`config.mk`:
```
export PLATFORM = sky130hd
export DESIGN_NAME = mem_port_arbiter
export DESIGN_NICKNAME = d
export VERILOG_FILES = /design/src/rtl/mem_pkg.sv /design/src/rtl/mem_arb2.sv /design/src/rtl/mem_port_arbiter.sv
export SDC_FILE = /design/constraint.sdc
export NUM_CORES = 1
export LEC_CHECK = 0
export BUFFER_PORTS_ARGS = -buffer_cell sky130_fd_sc_hd__buf_2
export CAP_MARGIN = 10
export CELL_PAD_IN_SITES_DETAIL_PLACEMENT = 1
export CELL_PAD_IN_SITES_GLOBAL_PLACEMENT = 1
export CORE_AREA = 2 2 133 135
export CTS_CLUSTER_DIAMETER = 150
export DETAILED_ROUTE_END_ITERATION = 6
export DIE_AREA = 0 0 135 137
export PLACE_DENSITY = 0.86
export SLEW_MARGIN = 20
export SYNTH_ARGS = -nofsm -noshare
export SYNTH_HDL_FRONTEND = slang
export SYNTH_SLANG_ARGS = --single-unit
```
`constraint.sdc`:
```
create_clock -name clock -period 3.2 [get_ports clock]
set_input_delay 0.64 -clock clock [delete_from_list [all_inputs] [get_ports clock]]
set_output_delay 0.64 -clock clock [all_outputs]
set_load 0.02 [all_outputs]
```
`src/rtl/mem_pkg.sv`:
```
// Shared definitions for the instruction/data memory port arbiter:
// FSM state encoding and requester port identifiers.
package mem_pkg;

    typedef enum logic [1:0] {
        ST_IDLE = 2'd0,
        ST_XFER = 2'd1,
        ST_DONE = 2'd2
    } state_e;

    localparam logic PORT_IF  = 1'b0;
    localparam logic PORT_MEM = 1'b1;

endpackage

```
`src/rtl/mem_arb2.sv`:
```
// Two-way requester arbiter. Fixed priority (mem wins) by default;
// round-robin with a last-grant flop when MEMCTRL_FAIR_ARB_EN is defined.
module mem_arb2
    import mem_pkg::*;
(
`ifdef MEMCTRL_FAIR_ARB_EN
    input  logic clk_i,
    input  logic rst_ni,
    input  logic accept_i,
`endif
    input  logic if_req_i,
    input  logic mem_req_i,
    output logic valid_o,
    output logic gnt_o
);

    assign valid_o = if_req_i | mem_req_i;

`ifdef MEMCTRL_FAIR_ARB_EN
    logic last_q;

    // On a tie, hand the grant to whichever port was not served last.
    always_comb begin
        gnt_o = mem_req_i ? PORT_MEM : PORT_IF;
        if (if_req_i && mem_req_i) begin
            gnt_o = (last_q == PORT_IF) ? PORT_MEM : PORT_IF;
        end
    end

    always_ff @(posedge clk_i or negedge rst_ni) begin
        if (!rst_ni) begin
            last_q <= PORT_IF;
        end else if (accept_i && valid_o) begin
            last_q <= gnt_o;
        end
    end
`else
    assign gnt_o = mem_req_i ? PORT_MEM : PORT_IF;
`endif

endmodule

```
`src/rtl/mem_port_arbiter.sv`:
```
// Arbitrates fetch and data ports onto one narrow SRAM, moving each word as
// BEATS RAM beats MSB-half first. Build option: MEMCTRL_FAIR_ARB_EN (round-robin).
module mem_port_arbiter
    import mem_pkg::*;
#(
    parameter int ADDR_W = 18,
    parameter int DATA_W = 32,
    parameter int RAM_W  = 16
) (
    input  logic              clock,
    input  logic              reset,
    input  logic              if_req,
    input  logic [ADDR_W-1:0] if_addr,
    output logic [DATA_W-1:0] if_rdata,
    output logic              if_done,
    input  logic              mem_req,
    input  logic              mem_we,
    input  logic [ADDR_W-1:0] mem_addr,
    input  logic [DATA_W-1:0] mem_wdata,
    output logic [DATA_W-1:0] mem_rdata,
    output logic              mem_done,
    output logic [ADDR_W-1:0] ram_addr,
    output logic              ram_we_n,
    output logic [RAM_W-1:0]  ram_wdata,
    output logic              ram_oe,
    input  logic [RAM_W-1:0]  ram_rdata
);

    localparam int BEATS = DATA_W / RAM_W;
    localparam int BW    = (BEATS > 1) ? $clog2(BEATS) : 1;
    localparam logic [BW-1:0]     LAST_BEAT = BW'(BEATS - 1);
    localparam logic [ADDR_W-1:0] ALIGN_MSK = ~ADDR_W'(BEATS - 1);

    function automatic logic [RAM_W-1:0] slice(input logic [DATA_W-1:0] w, input logic [BW-1:0] b);
        return RAM_W'(w >> ((BEATS - 1 - int'(b)) * RAM_W));
    endfunction

    function automatic logic [DATA_W-1:0] merge(input logic [DATA_W-1:0] w,
                                                 input logic [RAM_W-1:0]  d,
                                                 input logic [BW-1:0]     b);
        logic [DATA_W-1:0] r;
        r = w;
        for (int i = 0; i < BEATS; i++) begin
            if (i == int'(b)) r[DATA_W-1-i*RAM_W -: RAM_W] = d;
        end
        return r;
    endfunction

    state_e            state_q;
    logic [BW-1:0]     beat_q;
    logic              port_q, we_q;
    logic [ADDR_W-1:0] base_q;
    logic [DATA_W-1:0] wdata_q, if_rdata_q, mem_rdata_q;
    logic              if_done_q, mem_done_q;
    logic [ADDR_W-1:0] ram_addr_q;
    logic              ram_we_n_q, ram_oe_q;
    logic [RAM_W-1:0]  ram_wdata_q;

    logic              arb_valid, arb_gnt;
    logic              we_d;
    logic [ADDR_W-1:0] base_d;
    logic [DATA_W-1:0] wdata_d;
    logic [BW-1:0]     beat_d;

    mem_arb2 u_arb (
`ifdef MEMCTRL_FAIR_ARB_EN
        .clk_i     (clock),
        .rst_ni    (reset),
        .accept_i  (state_q == ST_IDLE),
`endif
        .if_req_i  (if_req),
        .mem_req_i (mem_req),
        .valid_o   (arb_valid),
        .gnt_o     (arb_gnt)
    );

    // The fetch port is read-only, so write intent only comes from a mem grant.
    assign we_d    = (arb_gnt == PORT_MEM) && mem_we;
    assign base_d  = ((arb_gnt == PORT_MEM) ? mem_addr : if_addr) & ALIGN_MSK;
    assign wdata_d = mem_wdata;
    assign beat_d  = BW'(beat_q + 1'b1);

    always_ff @(posedge clock or negedge reset) begin
        if (!reset) begin
            state_q     <= ST_IDLE;
            beat_q      <= '0;
            port_q      <= PORT_IF;
            we_q        <= 1'b0;
            base_q      <= '0;
            wdata_q     <= '0;
            if_rdata_q  <= '0;
            mem_rdata_q <= '0;
            if_done_q   <= 1'b0;
            mem_done_q  <= 1'b0;
            ram_addr_q  <= '0;
            ram_we_n_q  <= 1'b1;
            ram_oe_q    <= 1'b0;
            ram_wdata_q <= '0;
        end else begin
            if_done_q  <= 1'b0;
            mem_done_q <= 1'b0;
            case (state_q)
                ST_IDLE: begin
                    if (arb_valid) begin
                        port_q     <= arb_gnt;
                        we_q       <= we_d;
                        base_q     <= base_d;
                        wdata_q    <= wdata_d;
                        beat_q     <= '0;
                        ram_addr_q <= base_d;
                        ram_we_n_q <= ~we_d;
                        ram_oe_q   <= we_d;
                        if (we_d) ram_wdata_q <= slice(wdata_d, '0);
                        state_q    <= ST_XFER;
                    end
                end
                ST_XFER: begin
                    // RAM is combinational, so the current beat's data is on ram_rdata now.
                    if (!we_q) begin
                        if (port_q == PORT_MEM) mem_rdata_q <= merge(mem_rdata_q, ram_rdata, beat_q);
                        else                    if_rdata_q  <= merge(if_rdata_q, ram_rdata, beat_q);
                    end
                    if (beat_q == LAST_BEAT) begin
                        ram_we_n_q <= 1'b1;
                        ram_oe_q   <= 1'b0;
                        if_done_q  <= (port_q == PORT_IF);
                        mem_done_q <= (port_q == PORT_MEM);
                        state_q    <= ST_DONE;
                    end else begin
                        beat_q     <= beat_d;
                        ram_addr_q <= base_q | ADDR_W'(beat_d);
                        if (we_q) ram_wdata_q <= slice(wdata_q, beat_d);
                    end
                end
                default: begin
                    beat_q  <= '0;
                    state_q <= ST_IDLE;
                end
            endcase
        end
    end

    assign if_rdata  = if_rdata_q;
    assign if_done   = if_done_q;
    assign mem_rdata = mem_rdata_q;
    assign mem_done  = mem_done_q;
    assign ram_addr  = ram_addr_q;
    assign ram_we_n  = ram_we_n_q;
    assign ram_wdata = ram_wdata_q;
    assign ram_oe    = ram_oe_q;

endmodule

```
# Yosys cells after proc, flatten, opt, wreduce, memory -nomap -nowiden
# Cells that the tools add are included.
[op_classes] add_sub_neg=2 multipliers=0 n_div=0 order_cmp=0 n_eq_ne=6 shift=1 n_mux=26 bitwise=6 n_reduce_logical=12
[op_table] operator="16-bit 2-to-1 mux" count=4
[op_table] operator="18-bit 2-to-1 mux" count=3
[op_table] operator="18-bit one-hot mux with 2 select lines" count=1
[op_table] operator="16-bit one-hot mux with 2 select lines" count=1
[op_table] operator="32-bit by 32-bit >> shifter with 16-bit output" count=1
[op_table] operator="18-bit by 1-bit bitwise OR with 18-bit output" count=1
[op_table] operator="4-bit AND reduction" count=4
[op_table] operator="1-bit 2-to-1 mux" count=11
[op_table] operator="2-bit != test, second input constant" count=5
[op_table] operator="1-bit one-hot mux with 2 select lines" count=3
[op_table] operator="3-bit AND reduction" count=2
[op_table] operator="5-bit AND reduction" count=1
[op_table] operator="2-bit 2-to-1 mux" count=2
[op_table] operator="1-bit inverter" count=4
[op_table] operator="2-bit one-hot mux with 2 select lines" count=1
[op_table] operator="2-bit AND reduction" count=2
[op_table] operator="2-bit by 1-bit equality test with 1-bit output, second input constant" count=1
[op_table] operator="2-bit zero test" count=1
[op_table] operator="2-bit nonzero test" count=1
[op_table] operator="1-bit by 1-bit subtractor with 2-bit output, first input constant" count=1
[op_table] operator="1-bit adder, second input constant" count=1
[op_table] operator="1-bit logical AND" count=1
[op_table] operator="1-bit bitwise OR" count=1
[totals] ff_bits=156 latch_bits=0 ram_bits=0 rom_bits=0 output_inout_bits=102 memories=0

# Logic depth before layout (Yosys ltp)
# Gate-level depths: netlist (run 1).
[logic_depth] ltp_word=6 ltp_mapped=6

# By module
# From an unflattened synthesis (run 1), not the netlist that was laid out.
[hier_totals] cells_unflattened=440 hier_area_um2=6760.2
[by_module_without_submodules] module="mem_port_arbiter" n_inst=1 cells_each=438 area_each_um2=6746.5 seq_area_each_um2=3905.0
[by_module_without_submodules] module="mem_arb2" n_inst=1 cells_each=2 area_each_um2=13.8 seq_area_each_um2=0.0

# Worst setup path after synthesis (run 1)
# No wires, ideal clock.
[synth_path] kind="input -> register" startpoint="input port mem_req" endpoint="register ram_addr_q[1], in the netlist ram_addr[1]" t_arrival_ns=1.833 t_required_ns=3.075 setup_slack_ns=1.242 path_stages=4 path_cell_list="buf_1 mux2_2 mux2_2 mux2_2"
[synth_via] elab_chain_cells=4 word_cells_on_any_way=7 classes_between="eq/ne: 1; mux: 4; bitwise: 1; reduce/logical: 1"
[synth_lines] item="start, declared" line="mem_port_arbiter.sv:16" text="input logic mem_req,"
[synth_lines] item="1-bit 2-to-1 mux" line="mem_arb2.sv:38" text="assign gnt_o = mem_req_i ? PORT_MEM : PORT_IF;"
[synth_lines] item="18-bit 2-to-1 mux" line="mem_port_arbiter.sv:79" text="assign base_d = ((arb_gnt == PORT_MEM) ? mem_addr : if_addr) & ALIGN_MSK;"
[synth_lines] item="18-bit 2-to-1 mux" line="mem_port_arbiter.sv:104" text="if (arb_valid) begin"
[synth_lines] item="18-bit one-hot mux with 2 select lines" line="mem_port_arbiter.sv:102" text="case (state_q)"
[synth_lines] item="end signal, assigned" line="mem_port_arbiter.sv:110" text="ram_addr_q <= base_d;"
[synth_lines] item="end signal, assigned" line="mem_port_arbiter.sv:131" text="ram_addr_q <= base_q | ADDR_W'(beat_d);"
[synth_lines] item="end, declared" line="mem_port_arbiter.sv:55" text="logic [ADDR_W-1:0] ram_addr_q;"
# Several ways; a longest one is shown, not always the timed one. The select of a mux whose other input is x is not followed.
# A chain may end at the register's enable or synchronous reset.

# Worst setup path in the final report (run 1)
[layout_path] startpoint="register state_q[1]" endpoint="register mem_rdata_q[29], in the netlist mem_rdata[29]"
[layout_via] elab_chain_cells=2
[layout_lines] item="start, declared" line="mem_port_arbiter.sv:49" text="state_e state_q;"
[layout_lines] item="start signal, assigned" line="mem_port_arbiter.sv:85" text="state_q <= ST_IDLE;"
[layout_lines] item="start signal, assigned" line="mem_port_arbiter.sv:114" text="state_q <= ST_XFER;"
[layout_lines] item="start signal, assigned" line="mem_port_arbiter.sv:128" text="state_q <= ST_DONE;"
[layout_lines] item="2-bit by 1-bit equality test with 1-bit output" line="mem_port_arbiter.sv:102"
[layout_lines] item="4-bit AND reduction (no line)"
[layout_lines] item="end signal, assigned" line="mem_port_arbiter.sv:120" text="if (port_q == PORT_MEM) mem_rdata_q <= merge(mem_rdata_q, ram_rdata, beat_q);"
[layout_lines] item="end, declared" line="mem_port_arbiter.sv:53" text="logic [DATA_W-1:0] wdata_q, if_rdata_q, mem_rdata_q;"
# Every way passes these cells.

==> results of run 1 <==
==> kinds of logic (layout without fill, tap and decap cells) <==
group           Yosys count  in the layout  share of synthesized area
buf+inv                  24            232                     0.0197
simple gates             22             22                     0.0204
mux                     212            212                      0.363
flops                   156            156                      0.585
compound gates            8              8                     0.0116
==> final timing paths <==
check	from	endpoint	slack, ps	cells past startpoint
max reg2reg	state_q[1]	mem_rdata[29]	870	3
max	state_q[1]	mem_rdata[29]	870	3
min reg2reg	ram_we_n	ram_we_n	480	2
max in group asynchronous	reset	ram_wdata[13]	2210	2
min	reset	if_rdata[19]	200	1
min in group clock	mem_wdata[9]	wdata_q[9]	460	2
==> worst max-delay path, cell delays in order, from the launching register on <==
cell and delay [ps]:
dfrtp_1 510, nor2_1 200, nand4b_1 870, mux2_2 620
==> power breakdown <==
| group | total, mW | switching, mW | internal [mW] | leakage [nW] |
|---|---|---|---|---|
| sequential | 3.57 | 0.566 | 3.00 | 1.83 |
| combinational | 4.38 | 2.21 | 2.18 | 1.78 |
| clock | 1.98 | 0.844 | 1.13 | 0.280 |
| total | 9.93 | 3.62 | 6.31 | 3.89 |
==> placed cells by master (no fill, tap or decap), drive strengths merged <==
cell,instances
mux2,212
buf,198
dfrtp,155
clkbuf,19
inv,6
nor2,5
nand2,5
clkinv,5
clkinvlp,3
nor3,3
and3,2
nor2b,1
nand4b,1
and4b,1
nand2b,1
and2,1
o21ai,1
o2bb2ai,1
nand3b,1
a2111oi,1
a31oi,1
a31o,1
nor3b,1
a21oi,1
a22o,1
a21o,1
bufinv,1
dfstp,1
==> cell type report <==
| type | instances | share of cell area |
|---|---|---|
| Inverter | 2 | 0.000886 |
| Clock buffer | 19 | 0.0535 |
| Sequential cell | 156 | 0.461 |
| Timing Repair Buffer | 198 | 0.124 |
| Tap cell | 225 | 0.0332 |
| Multi-Input combinational cell | 242 | 0.312 |
| Clock inverter | 13 | 0.0157 |
==> per-layer routing <==
| layer | wire length [microns] | global-route usage |
|---|---|---|
| met3 | 872 | 0.0422 |
| met4 | 120 | 0.0527 |
| met5 | 0 | 0 |
| met2 | 8640 | 0.329 |
| met1 | 6540 | 0.213 |
==> registers in the layout (all words and copies together), names as in the netlist <==
register	cells
base_q	17
beat_q	1
if_done	1
if_rdata	32
mem_done	1
mem_rdata	32
port_q	1
ram_addr	18
ram_oe	1
ram_wdata	16
ram_we_n	1
state_q	2
wdata_q	32
we_q	1
==> flow_summary_export.csv, run 1 <==
group,metric,value,unit
yosys,yosysUniqueCellTypes,32,
run_status,status,"finished, final reports clean",
placement,io_buffer_count,188,
critical_path,cp-end-kind,"register",
cts,cts_setup_buffers,0,
floorplanning,start_util,0.391,
floorplanning,core-area,17100,sq um
yosys,synth_edf_count,0,
routing,routed-via-count,4250,
cts,cts_hold_buf,0,
cells_and_area,regArea,3910,sq um
cts,cts_num_sinks,156,
floorplanning,rows,48,
power_and_ir_drop,p_leak,3.89,nW
placement,place_area,7890,sq um
global_routing,grt_pass1_vias,4783,
yosys,ys.warnings.count,0,
cts,cts_made_buffers,17,
yosys,avgSynthCellArea,15.8,sq um
floorplanning,die_area,18500,sq um
critical_path,cp-start-kind,"register",
yosys,syn_nets,511,
yosys,ys_seq_area_frac,0.585,
cells_and_area,area_growth,26.9,%
timing,hold_slack,196,ps
cells_and_area,diodes,0,
cells_and_area,stdcell_area,8470,sq um
placement,dp.final_hpwl,11700,microns
cts,insertion_delay,410,ps
yosys,synth_ff_type,"dfrtp_1",
yosys,yosys-top-cells-area,"dfrtp_1 58%, mux2_2 34%, mux2_4 2.2%",
critical_path,required,3490,ps
timing,period_share,0.728,
routing,drc,0,
cts,clk_pin_slew_worst_paths,60,ps
timing,hold_viol,0,
cts,cts_max_path_buffers,2,
cts,clockRootBuffer,"clkbuf_16",
global_routing,grt_pass1_wl,25500,microns
placement,preCtsSetupSlack,824,ps
routing,drtAntennaViolNets,0,
timing,layout_setup_ws,870,ps
power_and_ir_drop,powerDensity,1170,nW/um^2
cells_and_area,drive_gt1_frac,0.713,
power_and_ir_drop,totalPowerFinal,9.93,mW
timing,finalCriticalPeriod,2330,ps
timing,setup_viol_count_final,0,
global_routing,antenna_found_initial,0,
cts,htreeDepth,4,
yosys,yosysTopAreaCell,"dfrtp_1",
routing,drt-total-wl,16200,microns
floorplanning,num_io_pins,191,
cells_and_area,final_nets,706,
routing,wl_per_cell,18.9,microns
routing,via_per_inst,4.97,
yosys,synthArstFlopShare,1.00,
critical_path,crit_fanout,16,
flow_run,drv_cap,0,
global_routing,grt_usage,0.181,
routing,drt-initial-drc-count,78,
floorplanning,die_w,135,microns
timing,rsz0062_at_grt,"no",
yosys,synth_most_common_cell,"mux2_2",
cells_and_area,final_cells,855,
cells_and_area,post-route-util,0.497,
cells_and_area,multi_input_area,2650,sq um
yosys,netlist.area_leader.share,0.581,
timing,finClkSkew,8.00,ps
global_routing,grt_max_degree,64,
timing,tns,0,ps
yosys,syn-cell-area,6680,sq um
yosys,synthTopCellsByCount,"201 x mux2_2, 155 x dfrtp_1, 15 x buf_2",
critical_path,worstPathArrival,2620,ps
timing,maxSlewHeadroom,0.264,
critical_path,worst-setup-path-type,"reg2reg",
routing,drt-pass1-iter-count,4,
global_routing,overflow,0,
yosys,synth_cells,422,
yosys,synth_seq_cells,156,
timing,worst-slew-pin-transition,1100,ps
timing,slew_viol_final,0,
min_path,hp-class,"in2async",
placement,gp_congestion,0.714,
floorplanning,chipHeight,137,microns
cts,cts_tree,"done",
power_and_ir_drop,vdd_drop_max,443,uV
placement,placed_cells,823,
cells_and_area,fill_cells,1758,
timing,fmax,0.429,GHz
cts,cts_resized,0,
(Power assumes the default switching activity.)
==> run 2: changes to the inputs <==
--- a/config.mk
+++ b/config.mk
@@ -5,14 +5,15 @@
 export SDC_FILE = /design/constraint.sdc
 export NUM_CORES = 1
 export LEC_CHECK = 0
+export ABC_AREA = 1
 export BUFFER_PORTS_ARGS = -buffer_cell sky130_fd_sc_hd__buf_2
 export CAP_MARGIN = 10
 export CELL_PAD_IN_SITES_DETAIL_PLACEMENT = 1
 export CELL_PAD_IN_SITES_GLOBAL_PLACEMENT = 1
-export CORE_AREA = 2 2 133 135
+export CORE_AREA = 2 2 143 145
 export CTS_CLUSTER_DIAMETER = 150
 export DETAILED_ROUTE_END_ITERATION = 6
-export DIE_AREA = 0 0 135 137
+export DIE_AREA = 0 0 145 147
 export PLACE_DENSITY = 0.86
 export SLEW_MARGIN = 20
 export SYNTH_ARGS = -nofsm -noshare
==> constraint.sdc (replaced) <==
create_clock -name clock -period 1.9 [get_ports clock]
set_input_delay 0.38 -clock clock [delete_from_list [all_inputs] [get_ports clock]]
set_output_delay 0.38 -clock clock [all_outputs]
set_load 0.02 [all_outputs]
==> run 2 against run 1 <==
Critical path depth rose by 3. First-iteration DRC count increased to 3.3 times the previous value. Critical endpoint is now ram_addr[14]. Highest routed layer unchanged. Non-clock buffer count rose by 11. Sequential share of layout area is 0.055 points higher.
==> flow_summary_export.csv, run 2 <==
group,metric,value,unit
power_and_ir_drop,internal-power,9.11,mW
floorplanning,chipHeight,147,microns
yosys,synth_ff_type,"dfrtp_1",
routing,drt-initial-drc-count,254,
cells_and_area,multi_input_area,2350,sq um
yosys,synthTopCellsByCount,"438 x nand2_1, 155 x dfrtp_1, 71 x o21ai_1",
yosys,yosysUniqueCellTypes,21,
routing,drc,0,
floorplanning,rows,52,
routing,met3WireLength,673,microns
cells_and_area,drive_gt1_frac,0.248,
critical_path,rr_startpoint,"state_q[1]",
yosys,synthArstFlopShare,1.00,
global_routing,overflow,0,
power_and_ir_drop,swShare,0.460,
yosys,syn-cell-area,6600,sq um
cts,clockRootBuffer,"clkbuf_16",
cells_and_area,regArea,3910,sq um
cts,cts_tree,"done",
floorplanning,core-area,19800,sq um
floorplanning,die_w,145,microns
global_routing,grt_pass1_vias,6332,
cts,clk_pin_slew_worst_paths,70,ps
timing,tns,0,ps
flow_run,drv_cap,0,
timing,fmax,0.624,GHz
placement,dp.final_hpwl,13800,microns
critical_path,worst-setup-path-type,"reg2reg",
critical_path,cp-start-kind,"register",
routing,drtAntennaViolNets,0,
critical_path,cp-end-kind,"register",
power_and_ir_drop,pwr-share-comb,0.465,
power_and_ir_drop,powerDensity,2000,nW/um^2
cts,cts_max_path_buffers,2,
cts,htreeDepth,4,
routing,drt-pass1-iter-count,4,
power_and_ir_drop,p_leak,4.76,nW
cts,cts_num_sinks,156,
cts,insertion_delay,410,ps
critical_path,cp-startpoint,"state_q[1]",
global_routing,grt_pass1_wl,33100,microns
cells_and_area,area_growth,28.2,%
yosys,ys.warnings.count,0,
cells_and_area,stdcell_area,8460,sq um
min_path,hp-class,"in2reg",
cells_and_area,post-route-util,0.426,
routing,wl_met1,8610,microns
critical_path,crit_fanout,19,
placement,io_buffer_count,188,
cells_and_area,layout_commonest_cell,"nand2_1",
timing,slew_viol_final,0,
yosys,synth_seq_cells,156,
global_routing,grt_max_degree,43,
placement,gp_congestion,0.763,
timing,rsz0062_at_grt,"no",
routing,via_per_inst,4.64,
yosys,yosys-top-cells-area,"dfrtp_1 59%, nand2_1 25%, o21ai_1 5.4%",
routing,routed-via-count,5976,
critical_path,r2r-end,"ram_addr[14]",
routing,drt-total-wl,20000,microns
cells_and_area,final_nets,1093,
power_and_ir_drop,switchingPower,7.77,mW
critical_path,r2r_setup_slack,300,ps
timing,finalCriticalPeriod,1600,ps
power_and_ir_drop,vdd_drop_max,736,uV
critical_path,reg2reg_depth,6,
yosys,synth_cells,815,
floorplanning,die_area,21300,sq um
critical_path,crit_end,"ram_addr[14]",
placement,place_area,7910,sq um
yosys,synth_edf_count,0,
power_and_ir_drop,power_frac_clock,0.187,
run_status,status,"finished, final reports clean",
timing,maxSlewHeadroom,0.689,
cts,cts_made_buffers,17,
floorplanning,start_util,0.333,
routing,wl_per_cell,15.5,microns
timing,period_share,0.844,
routing,dr_wl_met2,10400,microns
yosys,ys_seq_area_frac,0.591,
cells_and_area,final_cell_mix,"438 x nand2_1, 187 x buf_2, 155 x dfrtp_1, 71 x o21ai_1, 39 x inv_1",
critical_path,worstPathArrival,1910,ps
yosys,avgSynthCellArea,8.10,sq um
routing,highest_layer,"met4",
critical_path,required,2210,ps
timing,setup_viol_count_final,0,
global_routing,antenna_found_initial,1,
power_and_ir_drop,totalPowerFinal,16.9,mW
timing,hold_slack,162,ps
yosys,synth_most_common_cell,"nand2_1",
timing,finClkSkew,8.95,ps
yosys,yosysTopAreaCell,"dfrtp_1",
timing,hold_viol,0,
yosys,syn_nets,904,
power_and_ir_drop,power_frac_seq,0.347,
yosys,netlist.area_leader.share,0.587,
timing,worst-slew-pin-transition,465,ps
cells_and_area,fill_cells,2492,
global_routing,grt_usage,0.195,
floorplanning,num_io_pins,191,
## run 2: power by group through the flow
stage               clock, mW  sequential, mW  combinational, mW
finish                   3.16            5.86               7.86
global route             3.38            6.07               8.83
CTS                      3.25            5.88               7.98
detailed placement          0            5.89               7.95
global placement            0            5.84               7.59
floorplan                   0            7.08               3.89
## run 2: critical path, cell delays in order (launching register included)
cell	delay [ps]
dfrtp_1	440
nor2_1	250
o21ai_4	160
nand2_4	230
inv_2	210
nand2_1	130
nand2_1	60
## run 2: cell type report
type                    count  share of cell area
repair buffers            209               0.137
inverters                  45              0.0200
clock buffers              17              0.0503
flip-flops and latches    156               0.461
diodes                      1            0.000296
well taps                 270              0.0399
multi-input cells         575               0.278
clock inverters            15              0.0135
## run 2: layer usage
layer,vias to the layer above,global-route usage
met2,125,0.350
met4,0,0.0658
met1,2924,0.236
met5,-,0
li1,2899,-
met3,28,0.0370
## run 2: worst min-delay path by stage
stage | cells after the start | endpoint | from | slack (ps)
final | 3 | wdata_q[14] | mem_wdata[14] | 160
after global routing | 3 | wdata_q[5] | mem_wdata[5] | 150
after CTS | 3 | wdata_q[8] | mem_wdata[8] | 140
after detailed placement | 1 | base_q[17] | reset | 340
after global placement | 1 | base_q[17] | reset | 330
after floorplan | 0 | base_q[10] | reset | 80
## run 2: per-stage QoR
step                      setup slack [ps]  instances
after global placement                 264       1254
after floorplan                        633        815
final                                  297       1288
after global routing                   130       1288
after CTS                              207       1287
after detailed placement               144       1254
## run 2: kinds of logic after synthesis
| family | synth area share |
|---|---|
| and+or+nand+nor | 0.288 |
| DFF | 0.591 |
| AOI/OAI and AO/OA | 0.0661 |
| buffers and inverters | 0.0544 |
## run 2: what timing repair did
action                     CTS  global route
hold endpoints to repair    32             0
hold buffers                 1             0
setup endpoints to repair    0             2
buffers inserted             0             0
resized for setup            0             1
